--- src/rtl/dummy_accelerator_pkg.sv ---
// Shared types for the dummy accelerator issuer: FSM state encoding and request layout.
// Latency: n/a (types only).
// Backpressure: n/a.
package dummy_accelerator_pkg;

  localparam int unsigned DefaultDataWidth = 32;
  localparam int unsigned DefaultCtlWidth  = 8;

  typedef enum logic [1:0] {
    ST_IDLE  = 2'd0,
    ST_ISSUE = 2'd1,
    ST_DRAIN = 2'd2
  } dummy_acc_state_e;

  // Request as presented to the accelerator upstream port (default widths).
  typedef struct packed {
    logic [DefaultCtlWidth-1:0]  ctl;
    logic [DefaultDataWidth-1:0] data;
  } dummy_acc_req_t;

endpackage

--- src/rtl/dummy_accelerator_wdog_cnt.sv ---
// Watchdog counter: clear/enable up-counter, saturating, with terminal-count flag.
// Latency: tc_o is combinational from the registered count (high while count == TimeoutCycles-1).
// Backpressure: none; en_i simply stalls the count.
// Ports: clk_i/rst_ni clock and async active-low reset, clr_i synchronous clear,
//        en_i count enable, tc_o terminal count (tied low when TimeoutCycles == 0).
module dummy_accelerator_wdog_cnt #(
  parameter int unsigned TimeoutCycles = 256
) (
  input  logic clk_i,
  input  logic rst_ni,
  input  logic clr_i,
  input  logic en_i,
  output logic tc_o
);

  // Keep at least one bit so a disabled watchdog still elaborates cleanly.
  localparam int unsigned CntWidth = (TimeoutCycles > 0) ? $clog2(TimeoutCycles + 1) : 1;
  localparam int unsigned TcValue  = (TimeoutCycles > 0) ? TimeoutCycles - 1 : 0;

  logic [CntWidth-1:0] cnt_q;

  always_ff @(posedge clk_i or negedge rst_ni) begin
    if (!rst_ni) begin
      cnt_q <= '0;
    end else if (clr_i) begin
      cnt_q <= '0;
    end else if (en_i && (cnt_q != CntWidth'(TimeoutCycles))) begin
      // Saturate at TimeoutCycles so a stuck enable can never wrap back to tc.
      cnt_q <= cnt_q + CntWidth'(1);
    end
  end

  assign tc_o = (TimeoutCycles != 0) && (cnt_q == CntWidth'(TcValue));

endmodule

--- src/rtl/dummy_accelerator_issuer.sv ---
// Core-side initiator: takes one command, issues it to the accelerator, buffers the result.
// Latency: best case cmd at cycle 0, result handshake cycle 1, res_valid_o cycle 2.
// Backpressure: cmd_ready_o low until the buffered result is taken; watchdog aborts hung ops.
// Ports: cmd_* command in, acc_* accelerator request/result, acc_flush_o abort pulse,
//        res_* buffered result out (res_err_o marks a watchdog-generated result).
module dummy_accelerator_issuer
  import dummy_accelerator_pkg::*;
#(
  parameter int unsigned DataWidth     = DefaultDataWidth,
  parameter int unsigned CtlWidth      = DefaultCtlWidth,
  parameter int unsigned TimeoutCycles = 256
) (
  input  logic                 clk_i,
  input  logic                 rst_ni,
  input  logic                 flush_i,
  input  logic                 cmd_valid_i,
  output logic                 cmd_ready_o,
  input  logic [CtlWidth-1:0]  cmd_ctl_i,
  input  logic [DataWidth-1:0] cmd_data_i,
  output logic                 acc_valid_o,
  input  logic                 acc_ready_i,
  output logic [CtlWidth-1:0]  acc_ctl_o,
  output logic [DataWidth-1:0] acc_data_o,
  input  logic                 acc_res_valid_i,
  output logic                 acc_res_ready_o,
  input  logic [DataWidth-1:0] acc_res_data_i,
  output logic                 acc_flush_o,
  output logic                 res_valid_o,
  input  logic                 res_ready_i,
  output logic [DataWidth-1:0] res_data_o,
  output logic                 res_err_o
);

  // Same layout as dummy_acc_req_t, sized to this instance's widths.
  typedef struct packed {
    logic [CtlWidth-1:0]  ctl;
    logic [DataWidth-1:0] data;
  } req_t;

  dummy_acc_state_e     state_q;
  req_t                 req_q;
  logic [DataWidth-1:0] res_data_q;
  logic                 res_err_q;
  logic                 wdog_tc;
  logic                 timeout;

  // A multicycle accelerator never raises acc_ready_i; requests retire on the result handshake.
  logic unused_acc_ready;
  assign unused_acc_ready = acc_ready_i;

  // Counter is held clear outside ISSUE, so it always starts from 0 on entry.
  dummy_accelerator_wdog_cnt #(
    .TimeoutCycles(TimeoutCycles)
  ) u_wdog_cnt (
    .clk_i (clk_i),
    .rst_ni(rst_ni),
    .clr_i (state_q != ST_ISSUE),
    .en_i  (state_q == ST_ISSUE),
    .tc_o  (wdog_tc)
  );

  // A result arriving on the terminal cycle wins over the timeout.
  assign timeout = (state_q == ST_ISSUE) && wdog_tc && !acc_res_valid_i;

  always_ff @(posedge clk_i or negedge rst_ni) begin
    if (!rst_ni) begin
      state_q    <= ST_IDLE;
      req_q      <= '0;
      res_data_q <= '0;
      res_err_q  <= 1'b0;
    end else if (flush_i) begin
      // Abort beats every transition; any command offered this cycle is dropped.
      state_q <= ST_IDLE;
    end else begin
      unique case (state_q)
        ST_IDLE: begin
          if (cmd_valid_i) begin
            req_q   <= '{ctl: cmd_ctl_i, data: cmd_data_i};
            state_q <= ST_ISSUE;
          end
        end
        ST_ISSUE: begin
          if (acc_res_valid_i) begin
            res_data_q <= acc_res_data_i;
            res_err_q  <= 1'b0;
            state_q    <= ST_DRAIN;
          end else if (timeout) begin
            res_data_q <= '0;
            res_err_q  <= 1'b1;
            state_q    <= ST_DRAIN;
          end
        end
        ST_DRAIN: begin
          if (res_ready_i) begin
            state_q <= ST_IDLE;
          end
        end
        default: state_q <= ST_IDLE;
      endcase
    end
  end

  // Handshake outputs are decoded from state only; the flush is the single Mealy output.
  assign cmd_ready_o     = (state_q == ST_IDLE);
  assign acc_valid_o     = (state_q == ST_ISSUE);
  assign acc_res_ready_o = (state_q == ST_ISSUE);
  assign res_valid_o     = (state_q == ST_DRAIN);
  assign acc_ctl_o       = req_q.ctl;
  assign acc_data_o      = req_q.data;
  assign res_data_o      = res_data_q;
  assign res_err_o       = res_err_q;
  assign acc_flush_o     = flush_i | timeout;

endmodule
--- config.mk ---
export PLATFORM = sky130hd
export DESIGN_NAME = dummy_accelerator_issuer
export DESIGN_NICKNAME = d
export VERILOG_FILES = /design/src/rtl/dummy_accelerator_pkg.sv /design/src/rtl/dummy_accelerator_wdog_cnt.sv /design/src/rtl/dummy_accelerator_issuer.sv
export SDC_FILE = /design/constraint.sdc
export NUM_CORES = 1
export LEC_CHECK = 0
export ABC_CLOCK_PERIOD_IN_PS = 1800
export CELL_PAD_IN_SITES_DETAIL_PLACEMENT = 0
export CELL_PAD_IN_SITES_GLOBAL_PLACEMENT = 2
export CORE_ASPECT_RATIO = 1.2
export CORE_MARGIN = 2
export CORE_UTILIZATION = 23
export DETAILED_ROUTE_END_ITERATION = 8
export PLACE_DENSITY = 0.84
export SYNTH_ARGS = -nofsm -noshare
export SYNTH_HDL_FRONTEND = slang
export SYNTH_SLANG_ARGS = --single-unit
--- constraint.sdc ---
create_clock -name clk_i -period 1.8 [get_ports clk_i]
set_input_delay 0.36 -clock clk_i [delete_from_list [all_inputs] [get_ports clk_i]]
set_output_delay 0.36 -clock clk_i [all_outputs]
set_load 0.02 [all_outputs]
==> results.sh <==
export IMPL_status="complete, but fails checks"
export IMPL_violations="negative setup slack"
export IMPL_cpPeakStageDelay_ns=0.36
export IMPL_core_area_um2=14300
export IMPL_grt_total_usage=0.113
export IMPL_final_core_util=0.391
export IMPL_yosysSeqAreaShare=0.630
export IMPL_die_w_um=114
export IMPL_wirelength_mm=8.93
export IMPL_irDropWorstVdd_v=0.000395
export IMPL_cp_cell_sequence="ha_2 -> nand3_2 -> nor3_2 -> ha_2 -> a31o_4 -> buf_6"
export IMPL_p_int_w=0.00445
export IMPL_start_kind="register"
export IMPL_dr_wl_met3_um=674
export IMPL_multi_input_area_um2=1120
export IMPL_setup_slack_ns=-0.164
export IMPL_drive_gt1_frac=0.263
export IMPL_arrival_ns=1.60
export IMPL_layout_common_cells="clkdlybuf4s50_1, dfrtp_1, mux2_2, buf_4"
export IMPL_pin_count=157
export IMPL_cts_sinks=84
export IMPL_slew_headroom=0.743
export IMPL_die_height_um=136
export IMPL_path_class="reg2out"
export IMPL_critPathMostFrequentCell="ha_2"
export IMPL_setup_viol=10
export IMPL_clk_pin_slew_ns=0.06
export IMPL_cap_violations=0
export IMPL_final_common_cell="clkdlybuf4s50_1"
export IMPL_pwr_density_cell_nw_per_um2=1130
export IMPL_top_layer="met4"
export IMPL_hp_class="in2async"
export IMPL_final_setup_skew_ns=0.00497
export IMPL_grt_pass1_wl_mm=13.4
export IMPL_routedWlPerCell_um=15.1
export IMPL_final_nets=492
export IMPL_place_gp_congestion=0.727
export IMPL_p_sw_frac=0.295
export IMPL_total_power_w=0.00631
export IMPL_drc=0
export IMPL_cts_buffer_depth=2
export IMPL_rsz0062_at_grt="true"
export IMPL_p_leak_nw=2.36
export IMPL_firstDrtPassIters=4
export IMPL_postSynthCellCount=225
export IMPL_routed_via_count=2539
export IMPL_hpwl_mm=6.50
export IMPL_h_tree_depth=3
export IMPL_clockRootBuffer="clkbuf_16"
export IMPL_die_area_um2=15500
export IMPL_syn_nets=307
export IMPL_fin_crit_ns=1.96
export IMPL_net_switching_power_w=0.00186
export IMPL_grt_pass1_vias=2664
export IMPL_cp_slowest_cell="dfrtp_1"
export IMPL_crit_path_max_fanout=2
export IMPL_setup_tns_ns=-0.297
export IMPL_layout_area_seq_um2=2100
export IMPL_wl_met1_mm=3.56
export IMPL_finalHoldViolations=0
export IMPL_tightest_slew_ns=0.385
export IMPL_clk_latency_ns=0.33
export IMPL_end_kind="output port"
export IMPL_fill_cells=1428
export IMPL_finalHoldWorstSlack_ns=0.395
export IMPL_p_seq_frac=0.399
export IMPL_fin_crit_sh=1.09
export IMPL_grt_max_degree=49
export IMPL_via_per_inst=4.30
export IMPL_num_rows=48
export IMPL_avgSynthCellArea_um2=14.8
export IMPL_drtAntennaViolNets=0
export IMPL_start_util=0.233
export IMPL_combPwrFrac=0.347
export IMPL_tritoncts="built"
export IMPL_synth_seq_cells=84
export IMPL_pwr_share_clk=0.254
export IMPL_drt_iter0_markers=75
export IMPL_max_freq_mhz=509
export IMPL_wl_met2_mm=4.59
export IMPL_critical_path_required_ns=1.44
export IMPL_antenna_found_initial=0
export IMPL_slew_violations=0
export IMPL_ys_warn_count=0
export IMPL_cts_buffers=9
export IMPL_portBuffers=155
export IMPL_area_growth_pct=67.7
export IMPL_grt_overflow_total=0
export IMPL_synth_cell_type_count=31
export IMPL_synth_area_um2=3330
## sequential cells by signal, indices dropped and copies added, names as in the netlist
register and flops:
acc_data_o 32, res_data_o 32, u_wdog_cnt.cnt_q 9, acc_ctl_o 8
state_q 2, res_err_o 1
## power groups by stage
stage               clock (W)  sequential [W]  combinational, W
finish                0.00160         0.00252           0.00219
global route          0.00176         0.00258           0.00231
global placement            0         0.00254           0.00218
detailed placement          0         0.00255           0.00221
CTS                   0.00168         0.00253           0.00221
floorplan                   0         0.00305          0.000488
## synthesized netlist by cell type, drive strengths merged
cell type,instances,area share
nand2,7,0.0079
nand4,1,0.0019
buf,12,0.034
nand2b,1,0.0019
o21ai,4,0.0071
o41ai,1,0.0026
mux2,40,0.14
xnor2,1,0.0026
mux2i,2,0.0060
a21o,1,0.0026
nor4b,3,0.012
nor3,2,0.0064
nor3b,1,0.0038
a21oi,6,0.0090
nand3,3,0.0045
or3,3,0.0056
nor2,6,0.0068
inv,9,0.010
xor2,1,0.0026
dfrtp,84,0.63
a31o,1,0.0026
ha,3,0.011
a22o,32,0.090
a211o,1,0.0026
## through the flow
step / cell area, um2 / std cells / setup WS [ns]
5_1_grt: 5590 / 589 / -0.292
2_1_floorplan: 3330 / 225 / 0.0812
3_3_place_gp: 5230 / 569 / -0.301
4_1_cts: 5510 / 585 / -0.195
6_report: 5590 / 590 / -0.164
3_5_place_dp: 5230 / 569 / -0.316
## final cells by class
cell class                      count  area share
Sequential cell                    84       0.376
Timing Repair Buffer              186       0.333
Multi-Input combinational cell    120       0.201
Clock buffer                       12      0.0423
Tap cell                          175      0.0391
Inverter                            9     0.00604
Clock inverter                      3     0.00268
Antenna cell                        1    0.000447
## layer usage
layer	track usage	vias to the layer above
met4	0.0427	0
met3	0.0401	8
met1	0.134	1253
met5	0	-
li1	-	1184
met2	0.188	94
## path summary, 6_finish.rpt
| path | start | to | slack [ns] | cells past startpoint |
|---|---|---|---|---|
| setup / recovery | u_wdog_cnt.cnt_q[1] | acc_flush_o | -0.16 | 6 |
| hold / removal | rst_ni | acc_ctl_o[1] | 0.40 | 2 |
| setup reg to reg | u_wdog_cnt.cnt_q[1] | res_data_o[11] | -0.02 | 8 |
| hold reg to reg | acc_data_o[11] | acc_data_o[11] | 0.49 | 1 |
| max in group asynchronous | rst_ni | acc_data_o[0] | 0.82 | 3 |
| min in group clk_i | acc_data_o[11] | acc_data_o[11] | 0.49 | 1 |
## cells by family after synthesis
| kind of cell | after synthesis | synth area share |
|---|---|---|
| adder cells (fa/ha/maj) | 3 | 0.0113 |
| flip-flops | 84 | 0.630 |
| AND/OR/NAND/NOR | 27 | 0.0510 |
| multiplexers | 42 | 0.141 |
| AO/OA/AOI/OAI | 46 | 0.117 |
| buffers and inverters | 21 | 0.0443 |
| XOR/XNOR | 2 | 0.00525 |
## repair_timing
item / CTS / global route
endpoints found under the hold margin: 6 / 0
setup endpoints to repair: 5 / 35
hold buffers: 1 / 0
resized for setup: 15 / 6
pin swaps: 1 / 5
cloned: 0 / 3
setup buffers: 0 / 1
## critical path, delay by kind of cell, from the launching register on
kind,cells,cell delay (ns)
AND/OR/NAND/NOR,2,0.27
buffers and inverters,1,0.11
adder cells (fa/ha/maj),2,0.40
flip-flops,1,0.36
AO/OA/AOI/OAI,1,0.14
Power figures use the tool's default switching activity.
